$ cat src/rtl/control_sequencer.sv
// Hardwired control sequencer. Fetch runs in T0-T2 and the opcode-driven execute runs in T3-T7.
// The sequencer enters HALT on the halt opcode, or on a Stop request at an instruction boundary.
module control_sequencer (
   input  logic        Clock,
   input  logic        Clear,
   input  logic        Stop,
   input  logic [31:0] IR,
   input  logic        CON_FF,
   output logic [31:0] ctrl,
   output logic [4:0]  ALU_op,
   output logic        Run,
   output logic [3:0]  State
);

   typedef enum logic [3:0] {
      S_RST  = 4'b0000,
      S_T0   = 4'b0001,
      S_T1   = 4'b0010,
      S_T2   = 4'b0011,
      S_T3   = 4'b0100,
      S_T4   = 4'b0101,
      S_T5   = 4'b0110,
      S_T6   = 4'b0111,
      S_T7   = 4'b1000,
      S_HALT = 4'b1111
   } state_t;

   typedef enum logic [3:0] {
      C_LDW    = 4'd0,
      C_LDWI   = 4'd1,
      C_STW    = 4'd2,
      C_ALU    = 4'd3,
      C_IMM    = 4'd4,
      C_MULDIV = 4'd5,
      C_NEGNOT = 4'd6,
      C_BR     = 4'd7,
      C_JR     = 4'd8,
      C_JAL    = 4'd9,
      C_IN     = 4'd10,
      C_OUT    = 4'd11,
      C_MFHI   = 4'd12,
      C_MFLO   = 4'd13,
      C_NOP    = 4'd14,
      C_HALT   = 4'd15
   } class_t;

   localparam logic [31:0] M_PC_OUT    = 32'h0000_0001;
   localparam logic [31:0] M_ZLOW_OUT  = 32'h0000_0002;
   localparam logic [31:0] M_ZHIGH_OUT = 32'h0000_0004;
   localparam logic [31:0] M_MDR_OUT   = 32'h0000_0008;
   localparam logic [31:0] M_HI_OUT    = 32'h0000_0010;
   localparam logic [31:0] M_LO_OUT    = 32'h0000_0020;
   localparam logic [31:0] M_INP_OUT   = 32'h0000_0040;
   localparam logic [31:0] M_C_OUT     = 32'h0000_0080;
   localparam logic [31:0] M_BA_OUT    = 32'h0000_0100;
   localparam logic [31:0] M_R_OUT     = 32'h0000_0200;
   localparam logic [31:0] M_PC_EN     = 32'h0000_0400;
   localparam logic [31:0] M_IR_EN     = 32'h0000_0800;
   localparam logic [31:0] M_MAR_EN    = 32'h0000_1000;
   localparam logic [31:0] M_MDR_EN    = 32'h0000_2000;
   localparam logic [31:0] M_MDR_READ  = 32'h0000_4000;
   localparam logic [31:0] M_RAM_WR    = 32'h0000_8000;
   localparam logic [31:0] M_Y_EN      = 32'h0001_0000;
   localparam logic [31:0] M_ZLOW_IN   = 32'h0002_0000;
   localparam logic [31:0] M_ZHIGH_IN  = 32'h0004_0000;
   localparam logic [31:0] M_HI_EN     = 32'h0008_0000;
   localparam logic [31:0] M_LO_EN     = 32'h0010_0000;
   localparam logic [31:0] M_OUTP_EN   = 32'h0020_0000;
   localparam logic [31:0] M_CON_EN    = 32'h0040_0000;
   localparam logic [31:0] M_R_IN      = 32'h0080_0000;
   localparam logic [31:0] M_GRA       = 32'h0100_0000;
   localparam logic [31:0] M_GRB       = 32'h0200_0000;
   localparam logic [31:0] M_GRC       = 32'h0400_0000;
   localparam logic [31:0] M_INC_PC    = 32'h0800_0000;

   localparam logic [4:0] ALU_ADD  = 5'b00011;
   localparam logic [4:0] ALU_NONE = 5'b00000;

   state_t      r_state;
   state_t      w_seq;
   state_t      w_next;
   class_t      w_cls;
   logic [4:0]  w_op;
   logic        w_alu_class;
   logic        w_done;
   logic [31:0] w_ctrl;
   logic [4:0]  w_alu;
   logic        w_run;
   logic        w_unused_ir;

   assign w_op        = IR[31:27];
   assign w_unused_ir = ^IR[26:0];
   assign w_alu_class = (w_cls == C_ALU) || (w_cls == C_IMM) ||
                        (w_cls == C_MULDIV) || (w_cls == C_NEGNOT);

   // Opcode to instruction class; every unassigned opcode behaves as nop.
   always_comb begin
      w_cls = C_NOP;
      case (w_op)
         5'd0:                                          w_cls = C_LDW;
         5'd1:                                          w_cls = C_LDWI;
         5'd2:                                          w_cls = C_STW;
         5'd3, 5'd4, 5'd5, 5'd6, 5'd7, 5'd8, 5'd9, 5'd10: w_cls = C_ALU;
         5'd11, 5'd12, 5'd13:                           w_cls = C_IMM;
         5'd14, 5'd15:                                  w_cls = C_MULDIV;
         5'd16, 5'd17:                                  w_cls = C_NEGNOT;
         5'd18:                                         w_cls = C_BR;
         5'd19:                                         w_cls = C_JR;
         5'd20:                                         w_cls = C_JAL;
         5'd21:                                         w_cls = C_IN;
         5'd22:                                         w_cls = C_OUT;
         5'd23:                                         w_cls = C_MFHI;
         5'd24:                                         w_cls = C_MFLO;
         5'd26:                                         w_cls = C_HALT;
         default:                                       w_cls = C_NOP;
      endcase
   end

   // Per-step control word, ALU op and sequential successor; w_done marks the last step.
   always_comb begin
      w_seq  = r_state;
      w_ctrl = 32'd0;
      w_alu  = ALU_NONE;
      w_run  = 1'b1;
      w_done = 1'b0;
      case (r_state)
         S_RST: w_done = 1'b1;
         S_T0: begin
            w_ctrl = M_PC_OUT | M_MAR_EN | M_INC_PC | M_ZLOW_IN;
            w_seq  = S_T1;
         end
         S_T1: begin
            w_ctrl = M_ZLOW_OUT | M_PC_EN | M_MDR_READ | M_MDR_EN;
            w_seq  = S_T2;
         end
         S_T2: begin
            w_ctrl = M_MDR_OUT | M_IR_EN;
            w_seq  = S_T3;
         end
         S_T3: begin
            w_seq = S_T4;
            case (w_cls)
               C_LDW, C_LDWI, C_STW: w_ctrl = M_GRB | M_BA_OUT | M_Y_EN;
               C_ALU, C_IMM:         w_ctrl = M_GRB | M_R_OUT | M_Y_EN;
               C_MULDIV:             w_ctrl = M_GRA | M_R_OUT | M_Y_EN;
               C_NEGNOT:             w_ctrl = M_GRB | M_R_OUT | M_ZLOW_IN;
               C_BR:                 w_ctrl = M_GRA | M_R_OUT | M_CON_EN;
               C_JAL:                w_ctrl = M_PC_OUT | M_GRB | M_R_IN;
               C_JR:   begin w_ctrl = M_GRA | M_R_OUT | M_PC_EN;     w_done = 1'b1; end
               C_IN:   begin w_ctrl = M_INP_OUT | M_GRA | M_R_IN;    w_done = 1'b1; end
               C_OUT:  begin w_ctrl = M_GRA | M_R_OUT | M_OUTP_EN;   w_done = 1'b1; end
               C_MFHI: begin w_ctrl = M_HI_OUT | M_GRA | M_R_IN;     w_done = 1'b1; end
               C_MFLO: begin w_ctrl = M_LO_OUT | M_GRA | M_R_IN;     w_done = 1'b1; end
               C_HALT:               w_seq  = S_HALT;
               default:              w_done = 1'b1;
            endcase
            if (w_alu_class) w_alu = w_op;
            else             w_alu = ALU_NONE;
         end
         S_T4: begin
            w_seq = S_T5;
            case (w_cls)
               C_LDW, C_LDWI, C_STW: begin w_ctrl = M_C_OUT | M_ZLOW_IN; w_alu = ALU_ADD; end
               C_ALU:    begin w_ctrl = M_GRC | M_R_OUT | M_ZLOW_IN; w_alu = w_op; end
               C_IMM:    begin w_ctrl = M_C_OUT | M_ZLOW_IN;         w_alu = w_op; end
               C_MULDIV: begin w_ctrl = M_GRB | M_R_OUT | M_ZLOW_IN | M_ZHIGH_IN; w_alu = w_op; end
               C_NEGNOT: begin w_ctrl = M_ZLOW_OUT | M_GRA | M_R_IN; w_alu = w_op; w_done = 1'b1; end
               C_BR:           w_ctrl = M_PC_OUT | M_Y_EN;
               C_JAL:    begin w_ctrl = M_GRA | M_R_OUT | M_PC_EN; w_done = 1'b1; end
               default:        w_done = 1'b1;
            endcase
         end
         S_T5: begin
            w_seq = S_T6;
            case (w_cls)
               C_LDW, C_STW:  w_ctrl = M_ZLOW_OUT | M_MAR_EN;
               C_LDWI, C_ALU, C_IMM: begin w_ctrl = M_ZLOW_OUT | M_GRA | M_R_IN; w_done = 1'b1; end
               C_MULDIV:      w_ctrl = M_ZLOW_OUT | M_LO_EN;
               C_BR:    begin w_ctrl = M_C_OUT | M_ZLOW_IN; w_alu = ALU_ADD; end
               default:       w_done = 1'b1;
            endcase
         end
         S_T6: begin
            w_seq = S_T7;
            case (w_cls)
               C_LDW:    w_ctrl = M_MDR_READ | M_MDR_EN;
               C_STW:    w_ctrl = M_GRA | M_R_OUT | M_MDR_EN;
               C_MULDIV: begin w_ctrl = M_ZHIGH_OUT | M_HI_EN; w_done = 1'b1; end
               C_BR: begin
                  // The branch commits on the live condition flag, not a latched copy.
                  if (CON_FF) w_ctrl = M_ZLOW_OUT | M_PC_EN;
                  else        w_ctrl = 32'd0;
                  w_done = 1'b1;
               end
               default:  w_done = 1'b1;
            endcase
         end
         S_T7: begin
            w_done = 1'b1;
            case (w_cls)
               C_LDW:   w_ctrl = M_MDR_OUT | M_GRA | M_R_IN;
               C_STW:   w_ctrl = M_RAM_WR;
               default: w_ctrl = 32'd0;
            endcase
         end
         S_HALT: begin
            w_seq = S_HALT;
            w_run = 1'b0;
         end
         default: w_seq = S_RST;
      endcase
   end

   // Stop only takes effect where an instruction boundary would otherwise enter T0.
   assign w_next = w_done ? (Stop ? S_HALT : S_T0) : w_seq;

   // State register with synchronous active-low Clear.
   always_ff @(posedge Clock) begin
      if (!Clear) r_state <= S_RST;
      else        r_state <= w_next;
   end

   assign ctrl   = w_ctrl;
   assign ALU_op = w_alu;
   assign Run    = w_run;
   assign State  = r_state;

endmodule

$ cat config.mk
export PLATFORM = sky130hd
export DESIGN_NAME = control_sequencer
export DESIGN_NICKNAME = d
export VERILOG_FILES = /design/src/rtl/control_sequencer.sv
export SDC_FILE = /design/constraint.sdc
export NUM_CORES = 1
export LEC_CHECK = 0
export CORE_ASPECT_RATIO = 2
export CORE_UTILIZATION = 25
export DETAILED_ROUTE_END_ITERATION = 10
export PLACE_DENSITY = 0.66
export SLEW_MARGIN = 15
export SYNTH_ARGS = -nofsm -noshare
export SYNTH_HDL_FRONTEND = slang
export SYNTH_SLANG_ARGS = --single-unit
$ cat constraint.sdc
create_clock -name Clock -period 12.4 [get_ports Clock]
set_clock_uncertainty 0.2 [all_clocks]
set_input_delay 3.72 -clock Clock [delete_from_list [all_inputs] [get_ports Clock]]
set_output_delay 3.72 -clock Clock [all_outputs]
set_load 0.02 [all_outputs]
==> results of run 1 <==
==> per-stage QoR <==
step | utilization [%] | hold slack [ps] | total power (uW) | std cells
after floorplan | - | 705 | 156 | 191
after global placement | 35.4 | 548 | 224 | 280
after detailed placement | 35.4 | 560 | 226 | 280
after CTS | 36.2 | 564 | 255 | 283
after global routing | 36.2 | 598 | 272 | 283
final | 36.2 | 574 | 256 | 283
==> layout make-up <==
type	instances	area [um2]	area share, %
sequential	4	80.1	4.54
timing repair buffer	46	460	26.1
clock buffer	3	41.3	2.34
multi-input combinational	165	1080	61.2
inverter	8	30.0	1.70
tap	57	71.3	4.05
==> critical path: cells and delay by family <==
family          cells  cell delay [ps]
buf+inv             2             1260
fa+ha+maj           1              450
compound gates      2              550
simple gates        4              920
==> metal layers <==
layer	GRT usage [%]	wire length, um
met5	0	0
met4	10.5	173
met3	1.03	189
met2	34.1	2650
met1	16.6	1630
==> power by group through the flow <==
stage | clock (uW) | combinational [uW] | sequential, uW
after floorplan | 0 | 125 | 30.1
after global placement | 0 | 184 | 40.3
after detailed placement | 0 | 185 | 40.7
after CTS | 28.1 | 186 | 40.5
after global routing | 28.4 | 201 | 42.8
final | 28.0 | 187 | 41.1
==> worst min-delay path by stage <==
stage | end | depth (start not counted) | slack, ps | from
5_1_grt | State[0]$_SDFFE_PN0P_ | 2 | 600 | State[3]$_SDFFE_PN0P_
2_1_floorplan | State[0]$_SDFFE_PN0P_ | 3 | 710 | State[1]$_SDFFE_PN0P_
3_5_place_dp | State[0]$_SDFFE_PN0P_ | 2 | 560 | State[3]$_SDFFE_PN0P_
6_report | State[0]$_SDFFE_PN0P_ | 2 | 570 | State[3]$_SDFFE_PN0P_
4_1_cts | State[0]$_SDFFE_PN0P_ | 2 | 560 | State[3]$_SDFFE_PN0P_
3_3_place_gp | State[3]$_SDFFE_PN0P_ | 2 | 550 | State[2]$_SDFFE_PN0P_
==> cells in the mapped netlist, types with 2 or more instances <==
master,instances,area share (%)
o221ai_1,6,4.1
a21oi_1,12,4.7
mux2i_1,4,3.2
inv_1,7,2.1
a22oi_1,2,1.2
nand4_1,3,1.5
nor4_1,2,0.99
nor3_1,7,2.8
nand2b_1,10,4.9
ha_1,5,4.9
or3_1,4,2.0
a31oi_1,2,0.99
nand3_1,8,3.2
o22ai_1,4,2.0
o21a_1,3,1.8
nand2_1,18,5.3
and3_1,5,2.5
nor2b_1,4,2.0
buf_6,2,1.8
a31o_1,2,1.4
buf_2,2,0.79
clkbuf_1,5,1.5
buf_4,5,3.0
o21ai_2,3,2.1
dfxtp_1,4,6.3
o21bai_1,2,1.2
o21ai_0,11,4.3
nor2_1,19,5.6
==> cell families after synthesis <==
family	share of synthesized area, %
multiplexers	5.43
AND/OR/NAND/NOR	38.1
flip-flops	6.32
XOR/XNOR	0.691
other	0.296
adder cells (fa/ha/maj)	4.94
AO/OA/AOI/OAI	34.8
buffers and inverters	9.38
==> impl_metrics.env, run 1 <==
export IMPL_most_common_cell_after_layout_fill_and_taps_aside="clkdlybuf4s50_1"
export IMPL_drc=0
export IMPL_path_cells="clkdlybuf4s50_1, ha_1, nor2b_2, o311ai_4, o21ai_2, or4b_1, nand2_1, or3_1, clkdlybuf4s50_1"
export IMPL_dp_hpwl_um=3680
export IMPL_cts_tree="done"
export IMPL_timing_max_cap_violations=0
export IMPL_cts_clk_slew_worst_paths_ps=30
export IMPL_finalNetCount=269
export IMPL_clock_tree_root_cell="clkbuf_8"
export IMPL_floorplan_die_height_um=103
export IMPL_clock_power_share_pct=10.9
export IMPL_synth_warning_count=0
export IMPL_std_cell_rows=36
export IMPL_cts_repair_resized=0
export IMPL_worstSetupEndpoint="ctrl[24]"
export IMPL_p_seq_share_pct=16.1
export IMPL_fin_crit_sh_pct=87.4
export IMPL_clock_tree_buffer_depth=2
export IMPL_critical_path_slowest_cell="clkdlybuf4s50_1"
export IMPL_max_freq_mhz=92.3
export IMPL_ys_ff_latch=4
export IMPL_cts_sinks=4
export IMPL_sequential_cell_area_fraction_in_the_yosys_report_pct=6.32
export IMPL_pre_cts_slack_ps=1600
export IMPL_power_share_switching_pct=53.3
export IMPL_worst_r2r_startpoint="State[2]$_SDFFE_PN0P_"
export IMPL_worst_r2r_setup_slack_ps=10210
export IMPL_postSynthCellCount=188
export IMPL_die_w_um=52.4
export IMPL_detailroute_via_count=1599
export IMPL_report_final_setup_viol=0
export IMPL_critical_path_peak_fanout=8
export IMPL_synth_area_per_cell_um2=6.74
export IMPL_timing_critical_path_from_type="input pin"
export IMPL_cpMostUsedCell="clkdlybuf4s50_1"
export IMPL_dpl_cell_area_mm2=0.00172
export IMPL_endpoint_kind="primary output"
export IMPL_grt_antenna_before_repair=0
export IMPL_placement_io_buffers=46
export IMPL_postLayoutCellArea_mm2=0.00176
export IMPL_power_per_cell_area_mw_per_mm2=145
export IMPL_synth_async_reset_ratio_pct=0
export IMPL_post_cts_hold_buffer_count=0
export IMPL_p_int_uw=120
export IMPL_critPathKind="input pin to primary output"
export IMPL_layout_common_cells="46 x clkdlybuf4s50_1, 19 x nor2_1, 18 x nand2_1"
export IMPL_timing_slew_headroom_pct=47.5
export IMPL_critPathRequiredTime_ps=8480
export IMPL_status="finished clean"
export IMPL_inserted_clock_buffers=3
export IMPL_power_switching_uw=136
export IMPL_drt_iter0_markers=75
export IMPL_setup_total_negative_slack_ps=0
export IMPL_peakVddDrop_v=0.000107
export IMPL_timing_hold_violations_final=0
export IMPL_filler_cell_count=542
export IMPL_worstSkewPairLatency_ps=220
export IMPL_grt_first_pass_wirelength_um=7110
export IMPL_hp_class="register to register"
export IMPL_cellLeakagePower_uw=0.000630
export IMPL_reg2reg_to="State[0]$_SDFFE_PN0P_"
export IMPL_netlist_area_mm2=0.00127
export IMPL_synth_main_ff_cell="dfxtp_1"
export IMPL_ant_cells=0
export IMPL_average_wire_per_standard_cell_um=16.4
export IMPL_timing_reg2reg_worst_path_depth=6
export IMPL_post_drt_via_cell_ratio=5.65
export IMPL_finalWeightedCongestion=0.974
export IMPL_wirelength_um=4650
export IMPL_area_delta_synth_final_pct=39.1
export IMPL_rsz0062_at_grt="no"
export IMPL_worst_pin_slew_ps=782
export IMPL_proportion_of_layout_cells_with_a_drive_suffix_above_1_pct=8.85
export IMPL_power_frac_comb_pct=73.0
export IMPL_netlist_cell_type_count=55
export IMPL_via_count_of_the_first_global_routing_pass=1522
export IMPL_postLayoutSetupSlackWorst_ps=1560
export IMPL_grt_start_max_net_pins=19
export IMPL_period_minus_slack_ps=10840
export IMPL_post_cts_setup_buffer_count=0
export IMPL_core_area_mm2=0.00486
export IMPL_setup_worst_path_start="IR[28]"
export IMPL_synth_enable_flop_cells=0
export IMPL_number_of_flip_flops_under_the_largest_register_name=4
export IMPL_number_of_primary_i_o_pins=78
export IMPL_gr_usage_all_layers_pct=17.4
export IMPL_floorplan_initialDensity_pct=26.1
export IMPL_drt_pass1_iter_count=4
export IMPL_grt_overflow_total=0
export IMPL_die_outline_area_mm2=0.00538
export IMPL_timing_final_max_slew_violations=0
export IMPL_cts_htree_levels=1
export IMPL_number_of_routed_nets_with_antenna_violations=0
export IMPL_critical_path_arrival_ps=6920
export IMPL_timing_critical_path_slowest_cell_delay_ps=650
Note: power is estimated with default switching activity, not from simulation.
==> inputs of run 2 (changes only) <==
Settings changed: CORE_ASPECT_RATIO 2 to not set, CTS_CLUSTER_DIAMETER set to 40, DONT_BUFFER_PORTS set to 1, PLACE_DENSITY 0.66 to 0.46.
==> run 2 against run 1 <==
  * Wire length decreased by 11%
  * Worst setup slack improved by 1200 ps
  * Design area decreased by 25%
  * Non-clock buffer count decreased by 46
  * Critical path depth decreased by 2
  * Clock-buffer cell count unchanged
  * Largest cell class unchanged
  * Largest power group unchanged
==> impl_metrics.env, run 2 (synthesis gave the netlist of run 1 again) <==
export IMPL_cts_sinks=4
export IMPL_post_drt_via_cell_ratio=5.55
export IMPL_std_cell_rows=25
export IMPL_clock_tree_root_cell="clkbuf_8"
export IMPL_floorplan_initialDensity_pct=26.5
export IMPL_layout_common_cells="19 x nor2_1, 18 x nand2_1, 12 x a21oi_1"
export IMPL_finalNetCount=223
export IMPL_floorplan_die_height_um=73.2
export IMPL_status="finished clean"
export IMPL_number_of_flip_flops_under_the_largest_register_name=4
export IMPL_die_outline_area_mm2=0.00536
export IMPL_ant_cells=0
export IMPL_gr_usage_all_layers_pct=15.7
export IMPL_grt_first_pass_wirelength_um=6570
export IMPL_post_cts_setup_buffer_count=0
export IMPL_drc=0
export IMPL_cts_repair_resized=0
export IMPL_endpoint_kind="primary output"
export IMPL_timing_critical_path_from_type="input pin"
export IMPL_proportion_of_layout_cells_with_a_drive_suffix_above_1_pct=11.1
export IMPL_grt_antenna_before_repair=0
export IMPL_timing_max_cap_violations=0
export IMPL_grt_start_max_net_pins=19
export IMPL_report_final_setup_viol=0
export IMPL_detailroute_via_count=1371
export IMPL_dpl_cell_area_mm2=0.00127
export IMPL_drt_pass1_iter_count=4
export IMPL_wirelength_um=4130
export IMPL_critPathRequiredTime_ps=8480
export IMPL_cellLeakagePower_uw=0.000467
export IMPL_max_freq_mhz=104
export IMPL_number_of_routed_nets_with_antenna_violations=0
export IMPL_cts_htree_levels=1
export IMPL_postLayoutCellArea_mm2=0.00132
export IMPL_drt_iter0_markers=98
export IMPL_placement_io_buffers=0
export IMPL_via_count_of_the_first_global_routing_pass=1282
export IMPL_critPathKind="input pin to primary output"
export IMPL_period_minus_slack_ps=9610
export IMPL_setup_total_negative_slack_ps=0
export IMPL_dp_hpwl_um=3180
export IMPL_power_per_cell_area_mw_per_mm2=156
export IMPL_worst_pin_slew_ps=919
export IMPL_most_common_cell_after_layout_fill_and_taps_aside="nor2_1"
export IMPL_area_delta_synth_final_pct=3.75
export IMPL_hp_class="register to register"
export IMPL_finalWeightedCongestion=0.785
export IMPL_core_area_mm2=0.00479
export IMPL_fin_crit_sh_pct=77.5
export IMPL_timing_final_max_slew_violations=0
export IMPL_peakVddDrop_v=0.0000392
export IMPL_clock_tree_buffer_depth=2
export IMPL_critical_path_peak_fanout=8
export IMPL_timing_hold_violations_final=0
export IMPL_cts_clk_slew_worst_paths_ps=30
export IMPL_rsz0062_at_grt="no"
export IMPL_inserted_clock_buffers=3
export IMPL_grt_overflow_total=0
export IMPL_average_wire_per_standard_cell_um=16.7
export IMPL_cts_tree="done"
export IMPL_critical_path_arrival_ps=5690
export IMPL_post_cts_hold_buffer_count=0
export IMPL_number_of_primary_i_o_pins=78
export IMPL_die_w_um=73.2
export IMPL_timing_slew_headroom_pct=38.6
export IMPL_worstSkewPairLatency_ps=220
==> run 2: critical path: stages <==
cell and delay [ps]:
ha_1 380, mux2i_2 150, o221ai_2 300, a21boi_2 310, o21ai_2 160, mux2_4 360
a31o_1 300
==> run 2: per-stage QoR <==
stage	instances	hold WS [ps]	util (%)	setup WS [ps]	power, uW
after global placement	244	639	26.6	2780	177
after global routing	247	686	27.5	2640	222
after floorplan	191	705	-	3070	156
after detailed placement	244	655	26.6	2800	177
after CTS	247	650	27.5	2790	205
final	247	634	27.5	2790	205
==> run 2: final cells by class <==
cell class / count / area, um2
inverter: 8 / 30.0
tap: 67 / 83.8
multi-input combinational: 165 / 1080
clock buffer: 3 / 41.3
fill: 567 / 3470
sequential: 4 / 80.1
==> run 2: layer usage <==
metal / vias to the layer above / part of all wire (%) / GRT usage, %
met5: - / 0 / 0
met4: 0 / 1.3 / 3.70
met3: 5 / 9.5 / 4.28
met2: 64 / 41 / 22.0
met1: 630 / 48 / 23.2
li1: 672 / - / -
==> run 2: final timing paths <==
check	slack [ps]	cells past startpoint	start	to
setup / recovery	2790	7	IR[27]	ALU_op[1]
hold / removal	630	2	State[2]$_SDFFE_PN0P_	State[3]$_SDFFE_PN0P_
setup reg to reg	10100	6	State[2]$_SDFFE_PN0P_	State[2]$_SDFFE_PN0P_
hold reg to reg	630	2	State[2]$_SDFFE_PN0P_	State[3]$_SDFFE_PN0P_
==> run 2: where the power goes <==
group	switching, uW	internal (uW)	total, uW
clock network	6.52	20.7	27.2
registers	29.2	18.3	47.5
logic	88.6	41.7	130
total	124	80.6	205
